$ cat src/rtl/config_port_arbiter_if.sv
// Bundle of per-source write ports and the forwarded ConfigFSM-side bus.
// Latency: none (wiring only); the Checksum signal exists only with CONFIG_CHECKSUM_EN.
// Backpressure: none; sources strobe unconditionally and non-granted strobes are dropped.
interface config_port_arbiter_if #(
  parameter int NUM_PORTS = 3,
  parameter int SEL_W     = 2,
  parameter int COUNT_W   = 16
);
  logic [NUM_PORTS*32-1:0] PortWriteData;
  logic [NUM_PORTS-1:0]    PortWriteStrobe;
  logic [NUM_PORTS-1:0]    PortActive;
  logic [31:0]             ConfigWriteData;
  logic                    ConfigWriteStrobe;
  logic                    FSMReset;
  logic [SEL_W-1:0]        ActivePort;
  logic                    Busy;
  logic [COUNT_W-1:0]      WordCount;
  logic                    Collision;
`ifdef CONFIG_CHECKSUM_EN
  logic [31:0]             Checksum;
`endif

  // Arbiter side
  modport slave (
    input  PortWriteData, PortWriteStrobe, PortActive,
    output ConfigWriteData, ConfigWriteStrobe, FSMReset, ActivePort, Busy, WordCount, Collision
`ifdef CONFIG_CHECKSUM_EN
    , output Checksum
`endif
  );

  // Source / observer side
  modport master (
    output PortWriteData, PortWriteStrobe, PortActive,
    input  ConfigWriteData, ConfigWriteStrobe, FSMReset, ActivePort, Busy, WordCount, Collision
`ifdef CONFIG_CHECKSUM_EN
    , input Checksum
`endif
  );
endinterface

$ cat src/rtl/config_port_arbiter.sv
// Non-preemptive N-source arbiter forwarding config words to ConfigFSM; optional CONFIG_CHECKSUM_EN adds a session checksum.
// Latency: forwarded strobe/data appear exactly 1 cycle after the granted source's strobe.
// Backpressure: none; strobes from non-granted sources while busy are dropped and flagged in Collision.
module config_port_arbiter #(
  parameter int NUM_PORTS   = 3,
  parameter int SEL_W       = 2,
  parameter int HOLD_CYCLES = 16,
  parameter int COUNT_W     = 16
) (
  input logic                  CLK,
  input logic                  Resetn,
  config_port_arbiter_if.slave bus
);
  localparam int HOLD_W = (HOLD_CYCLES < 1) ? 1 : $clog2(HOLD_CYCLES + 1);

  typedef enum logic [1:0] {IDLE, GRANT, HOLD} state_t;

  state_t             state_q, state_d;
  logic [HOLD_W-1:0]  hold_q, hold_d;
  logic [SEL_W-1:0]   grant_q, grant_d;
  logic               start;

  logic [SEL_W-1:0]   lowest;
  logic               any_active;
  logic               gnt_active;
  logic               gnt_strobe;
  logic [31:0]        gnt_data;
  logic               other_strobe;
  logic               busy;

  logic [31:0]        cfg_data_q;
  logic               cfg_strobe_q;
  logic               fsm_reset_q;
  logic [COUNT_W-1:0] word_cnt_q;
  logic               collision_q;

  assign busy = (state_q != IDLE);

  // Decode the granted source's signals, the strobes of everyone else, and the lowest-index requester
  always_comb begin
    lowest       = '0;
    any_active   = |bus.PortActive;
    gnt_active   = 1'b0;
    gnt_strobe   = 1'b0;
    gnt_data     = '0;
    other_strobe = 1'b0;
    for (int i = NUM_PORTS - 1; i >= 0; i--) begin
      if (bus.PortActive[i]) lowest = SEL_W'(i);
    end
    for (int i = 0; i < NUM_PORTS; i++) begin
      if (grant_q == SEL_W'(i)) begin
        gnt_active = bus.PortActive[i];
        gnt_strobe = bus.PortWriteStrobe[i];
        gnt_data   = bus.PortWriteData[32*i +: 32];
      end else begin
        other_strobe = other_strobe | bus.PortWriteStrobe[i];
      end
    end
  end

  // Session FSM: lock onto a source, ride out short Active gaps in HOLD, then release
  always_comb begin
    state_d = state_q;
    hold_d  = hold_q;
    grant_d = grant_q;
    start   = 1'b0;
    unique case (state_q)
      IDLE: begin
        if (any_active) begin
          state_d = GRANT;
          grant_d = lowest;
          start   = 1'b1;
        end
      end
      GRANT: begin
        if (!gnt_active) begin
          if (HOLD_CYCLES == 0) begin
            state_d = IDLE;
          end else begin
            state_d = HOLD;
            hold_d  = HOLD_W'(HOLD_CYCLES);
          end
        end
      end
      HOLD: begin
        hold_d = hold_q - HOLD_W'(1);
        if (gnt_active)                  state_d = GRANT;
        else if (hold_q == HOLD_W'(1))   state_d = IDLE;
      end
      default: state_d = IDLE;
    endcase
  end

  // FSM state, hold counter and granted index
  always_ff @(posedge CLK) begin
    if (!Resetn) begin
      state_q <= IDLE;
      hold_q  <= '0;
      grant_q <= '0;
    end else begin
      state_q <= state_d;
      hold_q  <= hold_d;
      grant_q <= grant_d;
    end
  end

  // Registered forwarding, session-start pulse, saturating word count and sticky collision flag
  always_ff @(posedge CLK) begin
    if (!Resetn) begin
      cfg_data_q   <= '0;
      cfg_strobe_q <= 1'b0;
      fsm_reset_q  <= 1'b0;
      word_cnt_q   <= '0;
      collision_q  <= 1'b0;
    end else begin
      fsm_reset_q  <= start;
      collision_q  <= collision_q | (busy & other_strobe);
      cfg_strobe_q <= busy & gnt_strobe;
      if (busy && gnt_strobe)  cfg_data_q <= gnt_data;
      else if (!busy)          cfg_data_q <= '0;
      if (start)                                    word_cnt_q <= '0;
      else if (busy && gnt_strobe && word_cnt_q != '1) word_cnt_q <= word_cnt_q + COUNT_W'(1);
    end
  end

`ifdef CONFIG_CHECKSUM_EN
  logic [31:0] checksum_q;

  // Running mod-2^32 sum of words forwarded this session, updated alongside the forwarded strobe
  always_ff @(posedge CLK) begin
    if (!Resetn)                 checksum_q <= '0;
    else if (start)              checksum_q <= '0;
    else if (busy && gnt_strobe) checksum_q <= checksum_q + gnt_data;
  end

  assign bus.Checksum = checksum_q;
`endif

  assign bus.ConfigWriteData   = cfg_data_q;
  assign bus.ConfigWriteStrobe = cfg_strobe_q;
  assign bus.FSMReset          = fsm_reset_q;
  assign bus.ActivePort        = busy ? grant_q : '0;
  assign bus.Busy              = busy;
  assign bus.WordCount         = word_cnt_q;
  assign bus.Collision         = collision_q;
endmodule

$ cat src/flat_wrapper.sv
// flat-port wrapper written by rule: the top's interface ports become plain ports
module config_port_arbiter_flat 
#(
  parameter int NUM_PORTS   = 3,
  parameter int SEL_W       = 2,
  parameter int HOLD_CYCLES = 16,
  parameter int COUNT_W     = 16
)
  (CLK, Resetn, bus_PortWriteData, bus_PortWriteStrobe, bus_PortActive, bus_ConfigWriteData, bus_ConfigWriteStrobe, bus_FSMReset, bus_ActivePort, bus_Busy, bus_WordCount, bus_Collision);
  config_port_arbiter_if #(.NUM_PORTS(NUM_PORTS), .SEL_W(SEL_W), .COUNT_W(COUNT_W)) bus_i ();
  input logic CLK;
  input logic Resetn;
  input wire logic [$bits(bus_i.PortWriteData)-1:0] bus_PortWriteData;
  input wire logic [$bits(bus_i.PortWriteStrobe)-1:0] bus_PortWriteStrobe;
  input wire logic [$bits(bus_i.PortActive)-1:0] bus_PortActive;
  output wire logic [$bits(bus_i.ConfigWriteData)-1:0] bus_ConfigWriteData;
  output wire logic [$bits(bus_i.ConfigWriteStrobe)-1:0] bus_ConfigWriteStrobe;
  output wire logic [$bits(bus_i.FSMReset)-1:0] bus_FSMReset;
  output wire logic [$bits(bus_i.ActivePort)-1:0] bus_ActivePort;
  output wire logic [$bits(bus_i.Busy)-1:0] bus_Busy;
  output wire logic [$bits(bus_i.WordCount)-1:0] bus_WordCount;
  output wire logic [$bits(bus_i.Collision)-1:0] bus_Collision;
  assign bus_i.PortWriteData = bus_PortWriteData;
  assign bus_i.PortWriteStrobe = bus_PortWriteStrobe;
  assign bus_i.PortActive = bus_PortActive;
  assign bus_ConfigWriteData = bus_i.ConfigWriteData;
  assign bus_ConfigWriteStrobe = bus_i.ConfigWriteStrobe;
  assign bus_FSMReset = bus_i.FSMReset;
  assign bus_ActivePort = bus_i.ActivePort;
  assign bus_Busy = bus_i.Busy;
  assign bus_WordCount = bus_i.WordCount;
  assign bus_Collision = bus_i.Collision;
  config_port_arbiter #(.NUM_PORTS(NUM_PORTS), .SEL_W(SEL_W), .HOLD_CYCLES(HOLD_CYCLES), .COUNT_W(COUNT_W)) u_core (.CLK(CLK), .Resetn(Resetn), .bus(bus_i));
endmodule
$ cat config.mk
export PLATFORM = sky130hd
export DESIGN_NAME = config_port_arbiter_flat
export DESIGN_NICKNAME = d
export VERILOG_FILES = /design/src/rtl/config_port_arbiter_if.sv /design/src/rtl/config_port_arbiter.sv /design/src/flat_wrapper.sv
export SDC_FILE = /design/constraint.sdc
export NUM_CORES = 1
export LEC_CHECK = 0
export CAP_MARGIN = 20
export CORE_UTILIZATION = 37
export CTS_CLUSTER_DIAMETER = 120
export CTS_CLUSTER_SIZE = 12
export DETAILED_ROUTE_END_ITERATION = 10
export GPL_ROUTABILITY_DRIVEN = 0
export PLACE_DENSITY = 0.77
export SKIP_LAST_GASP = 1
export SYNTH_ARGS = -nofsm -noshare
export SYNTH_HDL_FRONTEND = slang
export SYNTH_SLANG_ARGS = --single-unit
$ cat constraint.sdc
create_clock -name CLK -period 2 [get_ports CLK]
set_clock_uncertainty 0.05 [all_clocks]
set_input_delay 0.3 -clock CLK [delete_from_list [all_inputs] [get_ports CLK]]
set_output_delay 0.3 -clock CLK [all_outputs]
set_load 0.01 [all_outputs]
==> Yosys cells after proc, flatten, opt, wreduce, memory -nomap -nowiden <==
Cells that the tools add are included.
{ "op_classes": {"reduce_logical": 11, "n_bitwise": 6, "muxes": 27, "n_eq_ne": 10, "add_sub_neg": 2} }
{ "op_table": {"columns": ["cell", "count"], "rows": [
  ["$mux 32", 5],
  ["$add 16x1->16 const B", 1],
  ["$mux 2", 8],
  ["$ne 16x16->1 const B", 1],
  ["$mux 1", 11],
  ["$pmux 5 s2", 1],
  ["$pmux 2 s3", 1],
  ["$eq 5x1->1 const B", 1],
  ["$mux 5", 1],
  ["$sub 5x1->5 const B", 1],
  ["$eq 2x1->1 const B", 2],
  ["$eq 2x2->1 const B", 2],
  ["$logic_not 2->1", 2],
  ["$ne 2x2->1 const B", 2],
  ["$reduce_and 2->1", 2],
  ["$reduce_bool 2->1", 2],
  ["$ne 3x1->1 const B", 1],
  ["$or 1x1->1", 3],
  ["$reduce_and 3->1", 1],
  ["$reduce_or 3->1", 1],
  ["$and 1x1->1", 2],
  ["$logic_and 1x1->1", 2],
  ["$ne 2x1->1 const B", 1],
  ["$reduce_or 2->1", 1],
  ["$not 1->1", 1]
]} }
{ "totals": {"register_bits": 60, "in_bits": 104, "elab_cells": 64} }

==> Depth between registers and ports, before layout <==
Gate-level depths: netlist of run 1.
{ "depth": {"depth_word": 8, "depth_mapped": 7, "depth_no_buf": 6} }

==> Worst setup path before layout of run 1 <==
No wires, ideal clock.
{ "synth_timing": {"path_kind": "flip-flop to flip-flop", "from": "reg u_core.word_cnt_q[0], in the netlist u_core.bus.WordCount[0]", "to": "reg u_core.word_cnt_q[1], in the netlist u_core.bus.WordCount[1]", "arrival_time_ns": 1.868, "synth_period_minus_slack_ns": 2.034, "path_stages_with_launch": 8, "setup_slack_ns": -0.034, "setup_ns": 0.116, "cell_sequence": "dfxtp_1 ha_1 nand3_2 or4_4 o211ai_4 buf_6 mux2i_1 nor2_2"} }
{ "synth_via": {"elab_chain_len": 2, "elab_cells_between_ends": 3, "classes_between": "add/sub (1); eq/ne (1); reduce/logical (1)"} }
{ "synth_rtl": {"columns": ["item", "line", "text"], "rows": [
  ["from (decl)", "config_port_arbiter.sv:34", "logic [COUNT_W-1:0] word_cnt_q;"],
  ["from (signal assigned)", "config_port_arbiter.sv:122", "else if (busy && gnt_strobe && word_cnt_q != '1) word_cnt_q <= word_cnt_q + COUNT_W'(1);"],
  ["parallel branches: the longest is 2 deep, another holds $add 16x1->16", null, null]
]} }
Several ways; the timed one is not identified.
A chain may end at the register's enable or synchronous reset.

==> Worst setup path in the final report of run 1 <==
{ "layout_timing": {"from": "reg u_core.state_q[0]", "to": "out bus_Busy"} }
{ "layout_via": {"elab_chain_len": 1} }
{ "layout_rtl": {"columns": ["item", "line", "text"], "rows": [
  ["from (decl)", "config_port_arbiter.sv:18", "state_t state_q, state_d;"],
  ["from (signal assigned)", "config_port_arbiter.sv:101", "state_q <= state_d;"],
  ["$reduce_bool 2->1", "config_port_arbiter.sv:37", "assign busy = (state_q != IDLE);"],
  ["to (decl)", "flat_wrapper.sv:20", "output wire logic [$bits(bus_i.Busy)-1:0] bus_Busy;"]
]} }
No other way between the ends.

==> results of run 1 <==
[area by class of cell]
class,instances,area share
clock buffer,11,0.02690
sequential,60,0.2298
timing repair buffer,198,0.3614
clock inverter,5,0.005238
multi-input combinational,293,0.3431
inverter,12,0.008571
tap,105,0.02500
[power by group]
group / internal, mW / switching, mW / total [mW]
Clock: 0.475 / 0.465 / 0.939
Combinational: 0.513 / 0.435 / 0.948
Sequential: 1.27 / 0.0474 / 1.32
[metal layers]
layer  vias up  global-route usage
li1       1772                   -
met1      1649              0.2572
met2       110              0.3895
met3        17             0.05016
met4         0             0.08077
met5         -                   0
[cell usage in the layout, fill, tap and decap left out, types with 2 or more instances in the layout]
cell / count
a211oi_1: 35
a21oi_1: 46
and2_1: 2
and3_1: 5
buf_4: 38
buf_6: 2
clkbuf_8: 10
clkdlybuf4s50_1: 157
clkinv_2: 4
dfxtp_1: 55
dfxtp_2: 5
ha_1: 3
inv_1: 12
mux2i_1: 36
nand2_1: 7
nand3_1: 7
nand3b_1: 4
nand4_1: 6
nor2_1: 88
nor3_1: 4
nor4_1: 2
o21ai_0: 7
o21ai_1: 4
o31ai_1: 3
o41ai_1: 2
or3_1: 7
or4_1: 3
xnor2_1: 4
xor2_1: 3
[per-stage QoR]
| step | utilization | TNS (ns) | hold slack [ns] |
|---|---|---|---|
| floorplan | - | 0 | 0.3907 |
| global placement | 0.6128 | -0.1703 | 0.4045 |
| detailed placement | 0.6128 | -0.4053 | 0.4150 |
| CTS | 0.6361 | 0 | 0.4301 |
| global route | 0.6396 | 0 | 0.4790 |
| finish | 0.6396 | 0 | 0.4235 |
[state kept, by name (all words and copies together) (netlist names)]
signal / count
u_core.grant_q: 2
u_core.bus.ConfigWriteData: 32
u_core.bus.WordCount: 16
u_core.bus.ConfigWriteStrobe: 1
u_core.bus.FSMReset: 1
u_core.bus.Collision: 1
u_core.hold_q: 5
u_core.state_q: 2
[worst max-delay path, cell delays in order, from the launching register on]
cell and delay (ns):
dfxtp_1 0.33, nor2_1 0.06, inv_1 0.08, buf_4 0.21, clkdlybuf4s50_1 0.56
[path summary, 6_finish.rpt]
check | startpoint | endpoint | depth (start not counted)
worst max-delay path | u_core.state_q[0]$_SDFFE_PN0P_ | bus_Busy | 4
worst min-delay path | u_core.bus.Collision$_SDFF_PN0_ | u_core.bus.Collision$_SDFF_PN0_ | 2
worst max register to register | u_core.bus.WordCount[0]$_SDFFE_PP0P_ | u_core.bus.WordCount[7]$_SDFFE_PP0P_ | 7
worst min register to register | u_core.bus.Collision$_SDFF_PN0_ | u_core.bus.Collision$_SDFF_PN0_ | 2
[kinds of logic (layout without fill, tap and decap cells)]
| kind of cell | Yosys count | after routing | synth area share |
|---|---|---|---|
| compound gates | 106 | 106 | 0.2136 |
| flops | 60 | 60 | 0.3811 |
| fa+ha+maj | 3 | 3 | 0.01191 |
| xor+xnor | 7 | 7 | 0.01945 |
| mux | 37 | 37 | 0.1179 |
| buf+inv | 39 | 226 | 0.05161 |
| simple gates | 140 | 140 | 0.2045 |
[timing repair]
item,CTS,global route
gates cloned,0,0
setup endpoints to repair,6,10
pin swaps,2,3
gates resized for setup,2,2
buffers inserted,2,3
==> run metrics, run 1 <==
Async SR Flop Fraction=0; number of cell rows=33; number of warnings printed during yosys synthesis=0; Syn Std Cell Area=3152 µm²; result of the run=completed; number of fillers in the final layout=726; count of unresolved DRC violations after routing=0; Ports=158; CTS tree=built; pins over their slew limit=0; first-iteration detailed-routing DRC count=141; wire per inst=14.36 µm; element type at the critical path end=primary output; routed length on met3=556 µm; count of max-cap constraint violations=0; total number of clock tree sinks=60; HPWL after detailed placement=7537 µm; worst max-slew margin expressed relative to the limit=0.6434; transition time of the tightest slew-check pin=0.5308 ns; fraction of the yosys area taken by sequential cells=0.3811; maximum frequency from static timing analysis=0.5231 GHz; synthesized net count=499; number of enable flip-flop cells after synthesis=0; mean cell area of the mapped netlist=8.040 µm²; cell type contributing the most total cell area after synthesis=dfxtp_1; Die Width=94.30 µm; area occupied by multi-input gates=1803 µm²; post-synth cell types=41; fraction of post-synthesis cell area in the top cell type by area=0.3811; number of buffers added by the clock tree synthesis step=9; power per standard cell area=609.9 nW/µm²; worst min-delay path category=flop to flop; unrepaired setup endpoints after global routing=false; die area=8892 µm²; height of the chip=94.30 µm; critical path arrival=1.56 ns; classification of the worst setup path=flop to primary output; Port-buffer cells=157; wire length on met2=4999 µm; via count of the first global-routing pass=3375; maximum level of the CTS H-tree=3; area occupied by registers=1207 µm²; pin count of the biggest net entering global routing=40; wire length of the first global-routing pass=15410 µm; number of flip-flops and latches in the synthesized netlist=60; P_leak=1.946 nW; total power=3.205 mW; number of antenna violations at the first check in global routing=0; number of inserted diodes=0; Clock Tree Buf Depth=2; final hold violation count=0; root buffer cell=clkbuf_8; required time of the critical path=1.65 ns; total global routing overflow=0; top cells by instance count after synthesis=nor2_1, dfxtp_1, a21oi_1; met1 routed wirelength after detailed routing=4086 µm; final cell count without fillers=684; dominant synthesized flop cell=dfxtp_1; uppermost routed layer=met4; hold buffer count at CTS=0; Final ANT Viol Nets=0; setup slack, reg-to-reg=0.12 ns; clock latency on the worst-skew pair=0.33 ns; largest cells by area after synthesis=dfxtp_1, mux2i_1, nor2_1; final cycle utilization of the critical path=0.9559; wirelength, routed=9819 µm; clock transition at the registers of the reported paths=0.07 ns; pre-CTS WS=-0.08721 ns; placed cell area=5035 µm²; minimum period implied by the final worst setup slack=1.912 ns; effective utilization at floorplan=0.3836; post-detailed-route via-to-cell ratio=5.187; maximum fanout along the worst path=12; number of iterations in the first detailed-routing pass=4; share of cells above drive strength 1=0.1192; area grow syn2layout=66.73%; count of placed standard cells including taps=663; type of element launching the critical path=flop; Final setup viols=0; DR vias=3548; total core area=8217 µm²; Peak supply drop=339.4 µV; Post-layout nets=681; most used standard cell by instance count after synthesis=nor2_1; Cells after Synth=392; global router's overall resource usage=0.2205; final setup slack of the worst path=0.08828 ns; cell area after layout=5255 µm²
Note: power is estimated with default switching activity, not from simulation.
==> inputs of run 2 (changes only) <==
Settings changed: CORE_MARGIN set to 1, CORE_UTILIZATION 37 to 38, CTS_BUF_LIST set to sky130_fd_sc_hd__clkbuf_4, PLACE_DENSITY 0.77 to 0.79.
==> run 2 against run 1 <==
Effect of this change:
- cell area up 0.52%
- combinational power up 2%
- register-to-register slack worse by 0.08 ns
- worst setup slack worse by 0.043 ns
- sequential power about the same
- largest power group unchanged
==> run metrics, run 2 (synthesized netlist as in run 1, its figures left out) <==
cell-internal power=2.452 mW; Final setup viols=0; total global routing overflow=0; placed cell area=5059 µm²; Final ANT Viol Nets=0; DR vias=3534; effective utilization at floorplan=0.3996; CP max stage delay=0.53 ns; unrepaired setup endpoints after global routing=true; final cycle utilization of the critical path=0.9776; via count of the first global-routing pass=3496; P_leak=1.951 nW; area grow syn2layout=67.61%; CTS tree=built; max reg flops=32; Cell Chain, Critical Path=ha_2, nand3_2, or4_4, o211ai_4, buf_6, mux2i_2, nor2_2; maximum fanout along the worst path=7; Worst Reg-to-Reg Cells=7; critical path arrival=2.18 ns; maximum level of the CTS H-tree=3; commonest non-fill, non-tap cells in the layout=clkdlybuf4s50_1, nor2_1, dfxtp_1; clock transition at the registers of the reported paths=0.10 ns; first-iteration detailed-routing DRC count=109; wire per inst=14.47 µm; Port-buffer cells=157; required time of the critical path=2.22 ns; Net Sw Frac=0.2748; total power=3.381 mW; count of buffer and inverter cells on the critical path=1; hold path startpoint=u_core.bus.Collision$_SDFF_PN0_; global router's overall resource usage=0.2347; number of buffers added by the clock tree synthesis step=9; HPWL after detailed placement=7467 µm; destination of the worst hold path=u_core.bus.Collision$_SDFF_PN0_; hold path cells=2; height of the chip=93.07 µm; die area=8662 µm²; number of fillers in the final layout=651; cell with the largest stage delay on the worst path=or4_4; number of iterations in the first detailed-routing pass=4; cell area after layout=5283 µm²; minimum period implied by the final worst setup slack=1.955 ns; total number of clock tree sinks=60; share of total power in combinational logic=0.286; Peak supply drop=343.8 µV; wirelength, routed=9857 µm; maximum frequency from static timing analysis=0.5115 GHz; wire length of the first global-routing pass=16180 µm; Ports=158; post-detailed-route via-to-cell ratio=5.189; classification of the worst setup path=flop to flop; worst min-delay path category=flop to flop; Die Width=93.07 µm; worst max-slew margin expressed relative to the limit=0.6451; element type at the critical path end=flop; final hold violation count=0; count of unresolved DRC violations after routing=0; clock network fraction of design power=0.325; Clock Tree Buf Depth=2; clock latency on the worst-skew pair=0.39 ns; sequential power share=0.389; setup slack, reg-to-reg=0.04 ns; Post-layout nets=681; leading cell type in the layout, fill and taps excluded=clkdlybuf4s50_1; total core area=7888 µm²; pin count of the biggest net entering global routing=42; result of the run=completed; number of antenna violations at the first check in global routing=0; root buffer cell=clkbuf_4; number of stages on the worst setup path=7; family with the most delay on the worst path=simple AND/OR/NAND/NOR gates; pins over their slew limit=0; power per standard cell area=640.0 nW/µm²; number of inserted diodes=0; destination of the worst register-to-register timing path=u_core.bus.WordCount[1]$_SDFFE_PP0P_; transition time of the tightest slew-check pin=0.5283 ns; count of max-cap constraint violations=0; FF-to-FF Start=u_core.bus.WordCount[1]$_SDFFE_PP0P_; net switching component of the power=929.2 µW; type of element launching the critical path=flop; number of cell rows=32; share of cells above drive strength 1=0.1244
-- run 2: cell count changes in the layout (fill, tap and decap cells not counted), sizes merged --
cell      delta
bufinv       +3
clkinv       -2
clkinvlp     -1
-- run 2: metrics by stage --
stage | TNS [ns] | setup WS (ns) | instances | util | hold slack (ns)
6_report | 0 | 0.04490 | 681 | 0.6697 | 0.4478
5_1_grt | -0.07262 | -0.05046 | 681 | 0.6697 | 0.4841
4_1_cts | 0 | 0.006558 | 680 | 0.6669 | 0.4493
3_5_place_dp | -0.4961 | -0.09598 | 662 | 0.6413 | 0.4221
3_3_place_gp | -0.1326 | -0.03299 | 662 | 0.6413 | 0.4040
2_1_floorplan | 0 | 0.03870 | 392 | - | 0.3907
-- run 2: how the worst max path moves through the flow --
stage	startpoint	to	slack, ns
3_5_place_dp	bus_PortWriteStrobe[0]	u_core.bus.WordCount[5]$_SDFFE_PP0P_	-0.1
6_report	u_core.bus.WordCount[1]$_SDFFE_PP0P_	u_core.bus.WordCount[1]$_SDFFE_PP0P_	0.04
2_1_floorplan	u_core.bus.WordCount[0]$_SDFFE_PP0P_	u_core.bus.WordCount[1]$_SDFFE_PP0P_	0.04
4_1_cts	u_core.grant_q[1]$_SDFFE_PN0P_	bus_ActivePort[1]	0.007
5_1_grt	u_core.bus.WordCount[9]$_SDFFE_PP0P_	u_core.bus.WordCount[1]$_SDFFE_PP0P_	-0.05
3_3_place_gp	bus_PortWriteStrobe[2]	u_core.bus.WordCount[5]$_SDFFE_PP0P_	-0.03
-- run 2: area by class of cell --
type	instances	area [µm²]	share of cell area
Tap cell	102	127.6	0.02416
Multi-Input combinational cell	293	1807	0.3420
Sequential cell	60	1209	0.2288
Timing Repair Buffer	198	1912	0.3619
Clock inverter	5	100.1	0.01895
Clock buffer	11	82.58	0.01563
Inverter	12	45.04	0.008527
-- run 2: routing by layer --
metal	GRT usage	routed length (µm)	vias up
li1	-	-	1777
met1	0.2817	4123	1625
met2	0.4075	4988	119
met3	0.05041	606	13
met4	0.09103	138	0
met5	0	0	-
-- run 2: worst register-to-register path, cell delays in order, from the launching register on --
cell and delay [ns]:
dfxtp_2 0.34, ha_2 0.18, nand3_2 0.09, or4_4 0.53
o211ai_4 0.24, buf_6 0.17, mux2i_2 0.21, nor2_2 0.04
-- run 2: what timing repair did --
item / CTS / global route
buffers inserted: 2 / 1
hold buffers: 0 / 0
pin swaps: 1 / 2
resized for setup: 1 / 6
setup endpoints to repair: 1 / 8
-- run 2: power groups by stage --
| stage | Sequential (mW) | Clock [mW] | Combinational, mW |
|---|---|---|---|
| final | 1.32 | 1.10 | 0.966 |
| after CTS | 1.32 | 1.12 | 0.962 |
| after global routing | 1.33 | 1.19 | 1.06 |
| after floorplan | 1.36 | 0 | 0.435 |
| after global placement | 1.34 | 0 | 0.925 |
| after detailed placement | 1.34 | 0 | 0.948 |
==> inputs of run 3 (changes only) <==
Settings changed: CAP_MARGIN 20 to 25.
==> results of run 3 <==
The final DEF is identical to that of run 2; final timing and power are the same.
